### src/rtl/ysyx_22040127_mem_stage.sv
// Memory-access pipeline stage: latches the execute bus, issues one data-memory
// request per load/store over a valid/ready channel, waits for the response, then
// aligns and extends load data before handing the result to writeback.
module ysyx_22040127_mem_stage #(
    parameter int unsigned EX_TO_MEM_WIDTH = 262,
    parameter int unsigned MEM_TO_WB_WIDTH = 193
) (
    input  logic                       clk,
    input  logic                       rst,
    input  logic                       ex_to_mem_valid,
    output logic                       mem_allowin,
    input  logic [EX_TO_MEM_WIDTH-1:0] ex_to_mem_bus,
    input  logic                       wb_allowin,
    output logic                       mem_to_wb_valid,
    output logic [MEM_TO_WB_WIDTH-1:0] mem_to_wb_bus,
    output logic                       mem_mret,
    output logic                       dm_req_valid,
    input  logic                       dm_req_ready,
    output logic                       dm_req_we,
    output logic [63:0]                dm_addr,
    output logic [63:0]                dm_wdata,
    output logic [7:0]                 dm_wmask,
    input  logic                       dm_resp_valid,
    input  logic [63:0]                dm_rdata
);

    typedef enum logic [1:0] {StIdle, StReq, StWait, StDone} state_e;

    state_e                     state_q, state_d;
    logic                       mem_valid_q;
    logic [EX_TO_MEM_WIDTH-1:0] bus_q;
    logic [63:0]                rdata_q;

    logic        latch;
    logic        in_is_mem;
    logic        handoff;
    logic        mem_ready_go;
    logic        is_mem;
    logic [2:0]  memop;
    logic [1:0]  size;
    logic        zext;
    logic        memread;
    logic        memwrite;
    logic [63:0] addr;
    logic [63:0] st_data;
    logic [2:0]  off;
    logic [5:0]  shamt;
    logic [7:0]  mask_base;
    logic [63:0] ld_sh;
    logic [63:0] ld_ext;
    logic [63:0] result;

    // Field decode of the latched bus
    assign memop    = bus_q[138:136];
    assign size     = memop[1:0];
    assign zext     = memop[2];
    assign memwrite = bus_q[134];
    assign memread  = bus_q[133];
    assign addr     = bus_q[127:64];
    assign st_data  = bus_q[63:0];
    assign off      = addr[2:0];
    assign shamt    = {off, 3'b000};
    assign is_mem   = memread | memwrite;

    assign in_is_mem = ex_to_mem_bus[134] | ex_to_mem_bus[133];
    assign latch     = ex_to_mem_valid & mem_allowin;
    assign handoff   = mem_to_wb_valid & wb_allowin;

    // State register
    always_ff @(posedge clk) begin
        if (rst) begin
            state_q <= StIdle;
        end else begin
            state_q <= state_d;
        end
    end

    // Pipeline valid, bus register and captured read data
    always_ff @(posedge clk) begin
        if (rst) begin
            mem_valid_q <= 1'b0;
            bus_q       <= '0;
            rdata_q     <= '0;
        end else begin
            if (mem_allowin) begin
                mem_valid_q <= ex_to_mem_valid;
            end
            if (latch) begin
                bus_q <= ex_to_mem_bus;
            end
            // Responses outside WAIT (including after a reset) are ignored
            if (state_q == StWait && dm_resp_valid) begin
                rdata_q <= dm_rdata;
            end
        end
    end

    // Next-state logic; a new latch overrides so DONE can go straight to REQ
    always_comb begin
        state_d = state_q;
        unique case (state_q)
            StIdle: state_d = StIdle;
            StReq:  if (dm_req_ready) state_d = StWait;
            StWait: if (dm_resp_valid) state_d = StDone;
            StDone: if (handoff) state_d = StIdle;
            default: state_d = StIdle;
        endcase
        if (latch) begin
            state_d = in_is_mem ? StReq : StIdle;
        end
    end

    // Handshakes, request fields and load alignment
    always_comb begin
        mem_ready_go    = !is_mem || (state_q == StDone);
        mem_to_wb_valid = mem_valid_q & mem_ready_go;
        mem_allowin     = !mem_valid_q || (mem_ready_go && wb_allowin);
        mem_mret        = mem_valid_q & bus_q[179];

        dm_req_valid = (state_q == StReq);
        dm_req_we    = memwrite;
        dm_addr      = {addr[63:3], 3'b000};
        dm_wdata     = st_data << shamt;

        mask_base = 8'h01;
        unique case (size)
            2'b00: mask_base = 8'h01;
            2'b01: mask_base = 8'h03;
            2'b10: mask_base = 8'h0F;
            2'b11: mask_base = 8'hFF;
            default: mask_base = 8'h01;
        endcase
        // Lanes past byte 7 fall off the top
        dm_wmask = mask_base << off;

        ld_sh  = rdata_q >> shamt;
        ld_ext = ld_sh;
        unique case (size)
            2'b00: ld_ext = {{56{~zext & ld_sh[7]}}, ld_sh[7:0]};
            2'b01: ld_ext = {{48{~zext & ld_sh[15]}}, ld_sh[15:0]};
            2'b10: ld_ext = {{32{~zext & ld_sh[31]}}, ld_sh[31:0]};
            2'b11: ld_ext = ld_sh;
            default: ld_ext = ld_sh;
        endcase

        result = memread ? ld_ext : addr;
        mem_to_wb_bus = {bus_q[261:171], bus_q[170:139], bus_q[135], bus_q[132:128], result};
    end

endmodule

### config.mk
export PLATFORM = sky130hd
export DESIGN_NAME = ysyx_22040127_mem_stage
export DESIGN_NICKNAME = d
export VERILOG_FILES = /design/src/rtl/ysyx_22040127_mem_stage.sv
export SDC_FILE = /design/constraint.sdc
export NUM_CORES = 1
export LEC_CHECK = 0
export CORE_AREA = 2 2 259 261
export DETAILED_ROUTE_END_ITERATION = 7
export DIE_AREA = 0 0 261 263
export HOLD_SLACK_MARGIN = 0.05
export MAX_ROUTING_LAYER = met4
export PLACE_DENSITY = 0.65
export SLEW_MARGIN = 20
export SYNTH_ARGS = -nofsm -noshare
export SYNTH_HDL_FRONTEND = slang
export SYNTH_SLANG_ARGS = --single-unit
### constraint.sdc
create_clock -name clk -period 3.34 [get_ports clk]
set_input_delay 0.668 -clock clk [delete_from_list [all_inputs] [get_ports clk]]
set_output_delay 0.668 -clock clk [all_outputs]
set_load 0.02 [all_outputs]
### Word level (Yosys, flattened, before mapping)

Cells that the tools add are included.

| storage, ports and cells | value |
|---|---|
| RAM bits | 0 |
| logic and storage cells | 44 |
| latch bits | 0 |
| memory bits (read-only) | 0 |
| bits of input ports | 332 |
| output and inout port bits | 334 |
| memories | 0 |
| register bits after elaboration | 329 |

| operators by class | value |
|---|---|
| reduce and logical (&&, ||, !) cells | 9 |
| bitwise gates (word level) | 10 |
| equality and inequality tests | 9 |
| add/sub/neg operators | 0 |
| muxes and demuxes | 9 |
| magnitude comparators | 0 |
| shift-type cells | 3 |
| multiply operators | 0 |
| div/mod/pow operators | 0 |

Operator list:

| operator | count |
|---|---|
| one-hot mux 64 bit (4 select lines) | 1 |
| 2-to-1 mux 64 bit | 1 |
| << shifter 64 x 6 -> 64 bit | 1 |
| right shift 64 x 6 -> 64 bit | 1 |
| one-hot mux 8 bit (4 select lines) | 1 |
| == test 2 bit (second input constant) | 4 |
| 2-to-1 mux 2 bit | 4 |
| one-hot mux 2 bit (4 select lines) | 1 |
| << shifter 8 x 3 -> 8 bit | 1 |
| AND 1 bit | 7 |
| inequality test 3 bit (second input constant) | 2 |
| == test 2 x 1 -> 1 bit (second input constant) | 2 |
| zero test 2 bit | 2 |
| inequality test 3 x 1 -> 1 bit (second input constant) | 1 |
| AND reduction 3 bit | 1 |
| logical AND 1 bit | 2 |
| zero test 1 bit | 2 |
| logical OR 1 bit | 2 |
| OR 1 bit | 2 |
| 2-to-1 mux 1 bit | 1 |
| NOT 1 bit | 1 |

### Depth between registers and ports, before layout

| logic depth | value |
|---|---|
| depth after elaboration | 8 |
| depth in mapped cells | 9 |

### Worst setup path after synthesis

No wires, ideal clock.

| timing | value |
|---|---|
| path type | register to output |
| from | register bus_q[65] |
| to | output dm_wmask[2] |
| stages on the path, launching flop included | 8 |
| arrival time | 2.002 ns |
| required time | 2.672 ns |
| path slack | 0.670 ns |
| path through | dfxtp_1 -> buf_4 -> buf_2 -> buf_2 -> buf_2 -> buf_2 -> a211oi_1 -> a211oi_1 |

| between the ends | value |
|---|---|
| cells in the longest elaborated chain, start to end | 1 |

RTL lines:

| item | line | text |
|---|---|---|
| start, declared | 31 | `logic [EX_TO_MEM_WIDTH-1:0] bus_q;` |
| start signal, assigned | 89 | `bus_q <= ex_to_mem_bus;` |
| << shifter 8 x 3 -> 8 bit | 134 | `dm_wmask = mask_base << off;` |
| end, declared | 22 | `output logic [7:0] dm_wmask,` |

Every way passes these cells.

### Final worst setup path

| timing | value |
|---|---|
| from | register bus_q[65] |
| to | output mem_to_wb_bus[40] |

| between the ends | value |
|---|---|
| cells in the longest elaborated chain, start to end | 4 |

RTL lines:

| item | line | text |
|---|---|---|
| right shift 64 x 6 -> 64 bit (*) | 136 | `ld_sh = rdata_q >> shamt;` |
| AND 1 bit, on equally long branches | 141, 139, 140 |  |
| one-hot mux 64 bit (4 select lines) (*) | 138 | `unique case (size)` |
| 2-to-1 mux 64 bit (*) | 146 | `result = memread ? ld_ext : addr;` |
| end, declared | 15 | `output logic [MEM_TO_WB_WIDTH-1:0] mem_to_wb_bus,` |

Every way passes the cells marked *; elsewhere a longest branch is shown, timed or not. The select of a mux whose other input is x is not followed.

==> flow_metrics.py <==
metrics = {
    "worst_setup_path": {
        "r2r_start": "state_q[0]",
        "worst_setup_path_start_kind": "flip-flop",
        "path_max_fanout": 16,
        "crit_top_cell": "buf_4",
        "worstPathArrival_ns": 2.68,
        "crit_required_ns": 2.67,
        "cpPeakStageDelay_ns": 0.36,
        "reg2reg_depth": 7,
        "crit_path_end_kind": "output port",
        "critPathKind": "reg -> out",
        "crit_slowest_cell": "dfxtp_4",
        "rrSetupSlack_ns": 0.83,
        "cp_cell_sequence": "buf_6 > buf_6 > a2111oi_4 > buf_4 > nor4_4 > buf_4 > nor3_4 > buf_4 > buf_12 > a21oi_1 > buf_2",
        "r2r_end": "bus_q[21]",
    },
    "sta": {
        "drv_slew": 0,
        "fmax_mhz": 299,
        "setup_ws_ns": -0.00784,
        "hold_viol_final": 0,
        "period_minus_slack_ns": 3.35,
        "maxSlewHeadroom": 0.476,
        "worst_pin_slew_ns": 0.784,
        "hold_slack_ns": 0.452,
        "finalSetupViolCount": 6,
        "finalCritPeriodShare": 1.00,
        "fin_skew_ns": 0.0164,
        "rsz0062_at_grt": "yes",
    },
    "clock_tree": {
        "cts_max_level": 2,
        "cts_buffers": 42,
        "clkSinkCount": 329,
        "cts_buffer_depth": 3,
        "path_clk_slew_ns": 0.05,
        "postCtsHoldBufs": 0,
        "cts_tree": "built",
        "insertion_delay_ns": 0.57,
        "cts_root_buffer": "clkbuf_16",
    },
    "power_and_ir_drop": {
        "seqPwrFrac": 0.365,
        "power_frac_clock": 0.400,
        "leakage_nw": 9.44,
        "pwr-share-comb": 0.235,
        "vdd_drop_max_v": 0.000399,
        "p_sw_mw": 3.57,
        "p_sw_frac": 0.300,
        "p_int_mw": 8.35,
        "powerDensity_nw_per_um2": 466,
    },
    "floorplanning": {
        "rows": 94,
        "die_area_um2": 68600,
        "die_y_um": 263,
        "io_pins": 666,
        "core_area_um2": 65600,
        "initial_core_util": 0.265,
        "die_w_um": 261,
    },
    "finish": {
        "drive_above_1_share": 0.112,
        "stdcell_area_um2": 25600,
        "area_growth_pct": 47.3,
        "finalNetCount": 3103,
        "utilization": 0.390,
    },
    "logic_synthesis": {
        "synth_top_area_cell": "dfxtp_1",
        "synth.avg_cell_area_um2": 7.46,
        "yosysSeqAreaShare": 0.379,
        "synthCells": 2328,
        "ys.flop_type": "dfxtp_1",
        "synthesis.area_um2": 17400,
        "synth_warnings": 0,
        "synth_cell_types": 50,
        "ys_top_cells_by_area": "dfxtp_1 38%, nand2_1 16%, a21oi_1 12%, buf_4 8.7%, mux2i_1 7.4%",
        "synth-edff-count": 0,
        "ys_async_sr_fraction": 0,
        "ys_ff_latch": 329,
        "synth_top_area_frac": 0.379,
    },
    "global_route": {
        "grt_pass1_wl_mm": 111,
        "antenna_found_initial": 27,
        "grt_max_degree": 102,
        "grt_util_all_layers": 0.221,
        "overflow": 0,
        "grt_pass1_vias": 16629,
    },
    "run_status": {
        "status": "finished, violations left",
        "violations": "negative setup slack",
    },
    "drt": {
        "routed_via_density": 4.80,
        "drt-pass1-iter-count": 6,
        "num_vias": 17688,
        "totalWireLength_mm": 77.3,
        "wire_per_inst_um": 21.0,
        "drc": 0,
        "drtIter0Drc": 1326,
        "drtAntennaViolNets": 0,
    },
    "min_path": {
        "min_from": "bus_q[257]",
        "min_path_type": "reg -> reg",
        "holdPathStages": 2,
        "holdPathEnd": "bus_q[257]",
    },
    "place": {
        "pre_cts_ws_ns": 0.102,
        "dp_hpwl_mm": 58.6,
        "post_dp_cell_area_um2": 23700,
        "gp_congestion": 0.942,
        "portBuffers": 662,
    },
    "job": {
        "maxCapViolations": 0,
    },
}
[synthesized netlist by cell type, drive strengths merged (2+ instances only)]
| cell | instances |
|---|---|
| nand2 | 733 |
| a21oi | 408 |
| dfxtp | 329 |
| buf | 273 |
| mux2i | 129 |
| nor2 | 116 |
| clkbuf | 104 |
| o22ai | 33 |
| o21ai | 29 |
| mux2 | 24 |
| mux4 | 21 |
| nor2b | 18 |
| a211oi | 16 |
| inv | 13 |
| and2 | 11 |
| o22a | 8 |
| or3 | 8 |
| o2bb2ai | 7 |
| nand3b | 6 |
| nor3 | 6 |
| nand2b | 5 |
| ha | 3 |
| nor4 | 3 |
| a2111oi | 2 |
| a211o | 2 |
| a22o | 2 |
| o21a | 2 |
| or2 | 2 |
[cells in the final DEF (no fill, tap or decap), types with 21 or more instances in the layout]
cell type,n
a21oi_1,403
buf_2,27
buf_4,88
clkbuf_16,45
clkdlybuf4s50_1,576
dfxtp_1,325
diode_2,23
dlygate4sd2_1,22
mux2_2,24
mux2i_1,119
mux4_2,21
nand2_1,732
nor2_1,111
o21ai_0,28
o22ai_1,33
[metrics by stage]
step / TNS (ns) / cells / power, mW
after floorplan: 0 / 2330 / 5.90
after global placement: 0 / 3563 / 7.18
after detailed placement: 0 / 3563 / 7.19
after CTS: -0.190 / 3652 / 12.0
after global routing: -2.66 / 3685 / 12.4
final: -0.0221 / 3686 / 11.9
[state kept, by name, indices dropped and copies added (netlist names)]
| register | flops |
|---|---|
| rdata_q | 64 |
| bus_q | 262 |
| state_q | 2 |
| mem_valid_q | 1 |
[worst max path at each step]
stage / from / end / slack (ns) / depth (start not counted)
floorplan: bus_q[65] / dm_wmask[2] / 0.67 / 7
global placement: bus_q[65] / mem_to_wb_bus[15] / 0.12 / 6
global route: bus_q[65] / mem_to_wb_bus[40] / -0.10 / 11
CTS: bus_q[65] / mem_to_wb_bus[55] / -0.15 / 8
finish: bus_q[65] / mem_to_wb_bus[40] / -0.008 / 11
detailed placement: bus_q[65] / mem_to_wb_bus[55] / 0.10 / 8
[layout make-up]
| class | count | area [um^2] |
|---|---|---|
| clock inverters | 16 | 199 |
| well taps | 864 | 1080 |
| inverters | 13 | 48.8 |
| fillers | 6827 | 40000 |
| multi-input cells | 1611 | 8700 |
| repair buffers | 771 | 7660 |
| flip-flops and latches | 329 | 6600 |
| clock buffers | 59 | 1240 |
| diodes | 23 | 57.6 |
[worst max-delay path, delay by kind of cell (launching register included)]
family                 cells  cell delay, ns
DFF                        1            0.36
AOI/OAI and AO/OA          2            0.40
and+or+nand+nor            2            0.26
buffers and inverters      7            1.07
[logic make-up after synthesis]
| family | count (synthesis) | share of synthesized area |
|---|---|---|
| adder cells (fa/ha/maj) | 3 | 0.00216 |
| flip-flops | 329 | 0.379 |
| buffers and inverters | 390 | 0.132 |
| AO/OA/AOI/OAI | 518 | 0.161 |
| multiplexers | 174 | 0.117 |
| AND/OR/NAND/NOR | 913 | 0.208 |
| other | 1 | 0.000216 |
[repair_timing]
item	CTS	global route
pin swaps	1	6
cloned	4	1
setup endpoints to repair	106	86
gates resized for setup	191	61
buffers inserted	10	11
[routing by layer]
| metal | part of all wire | global-route usage | wire length (um) |
|---|---|---|---|
| met5 | 0 | - | 0 |
| met4 | 0.026 | 0.0654 | 2030 |
| met3 | 0.094 | 0.0650 | 7250 |
| met2 | 0.46 | 0.349 | 35900 |
| met1 | 0.42 | 0.272 | 32200 |
[power by group through the flow]
| stage | clock network [mW] | logic, mW | registers (mW) |
|---|---|---|---|
| final | 4.77 | 2.80 | 4.36 |
| after global placement | 0 | 2.75 | 4.43 |
| after detailed placement | 0 | 2.76 | 4.44 |
| after global routing | 5.05 | 2.99 | 4.38 |
| after CTS | 4.88 | 2.77 | 4.35 |
| after floorplan | 0 | 1.56 | 4.35 |
(Power assumes the default switching activity.)
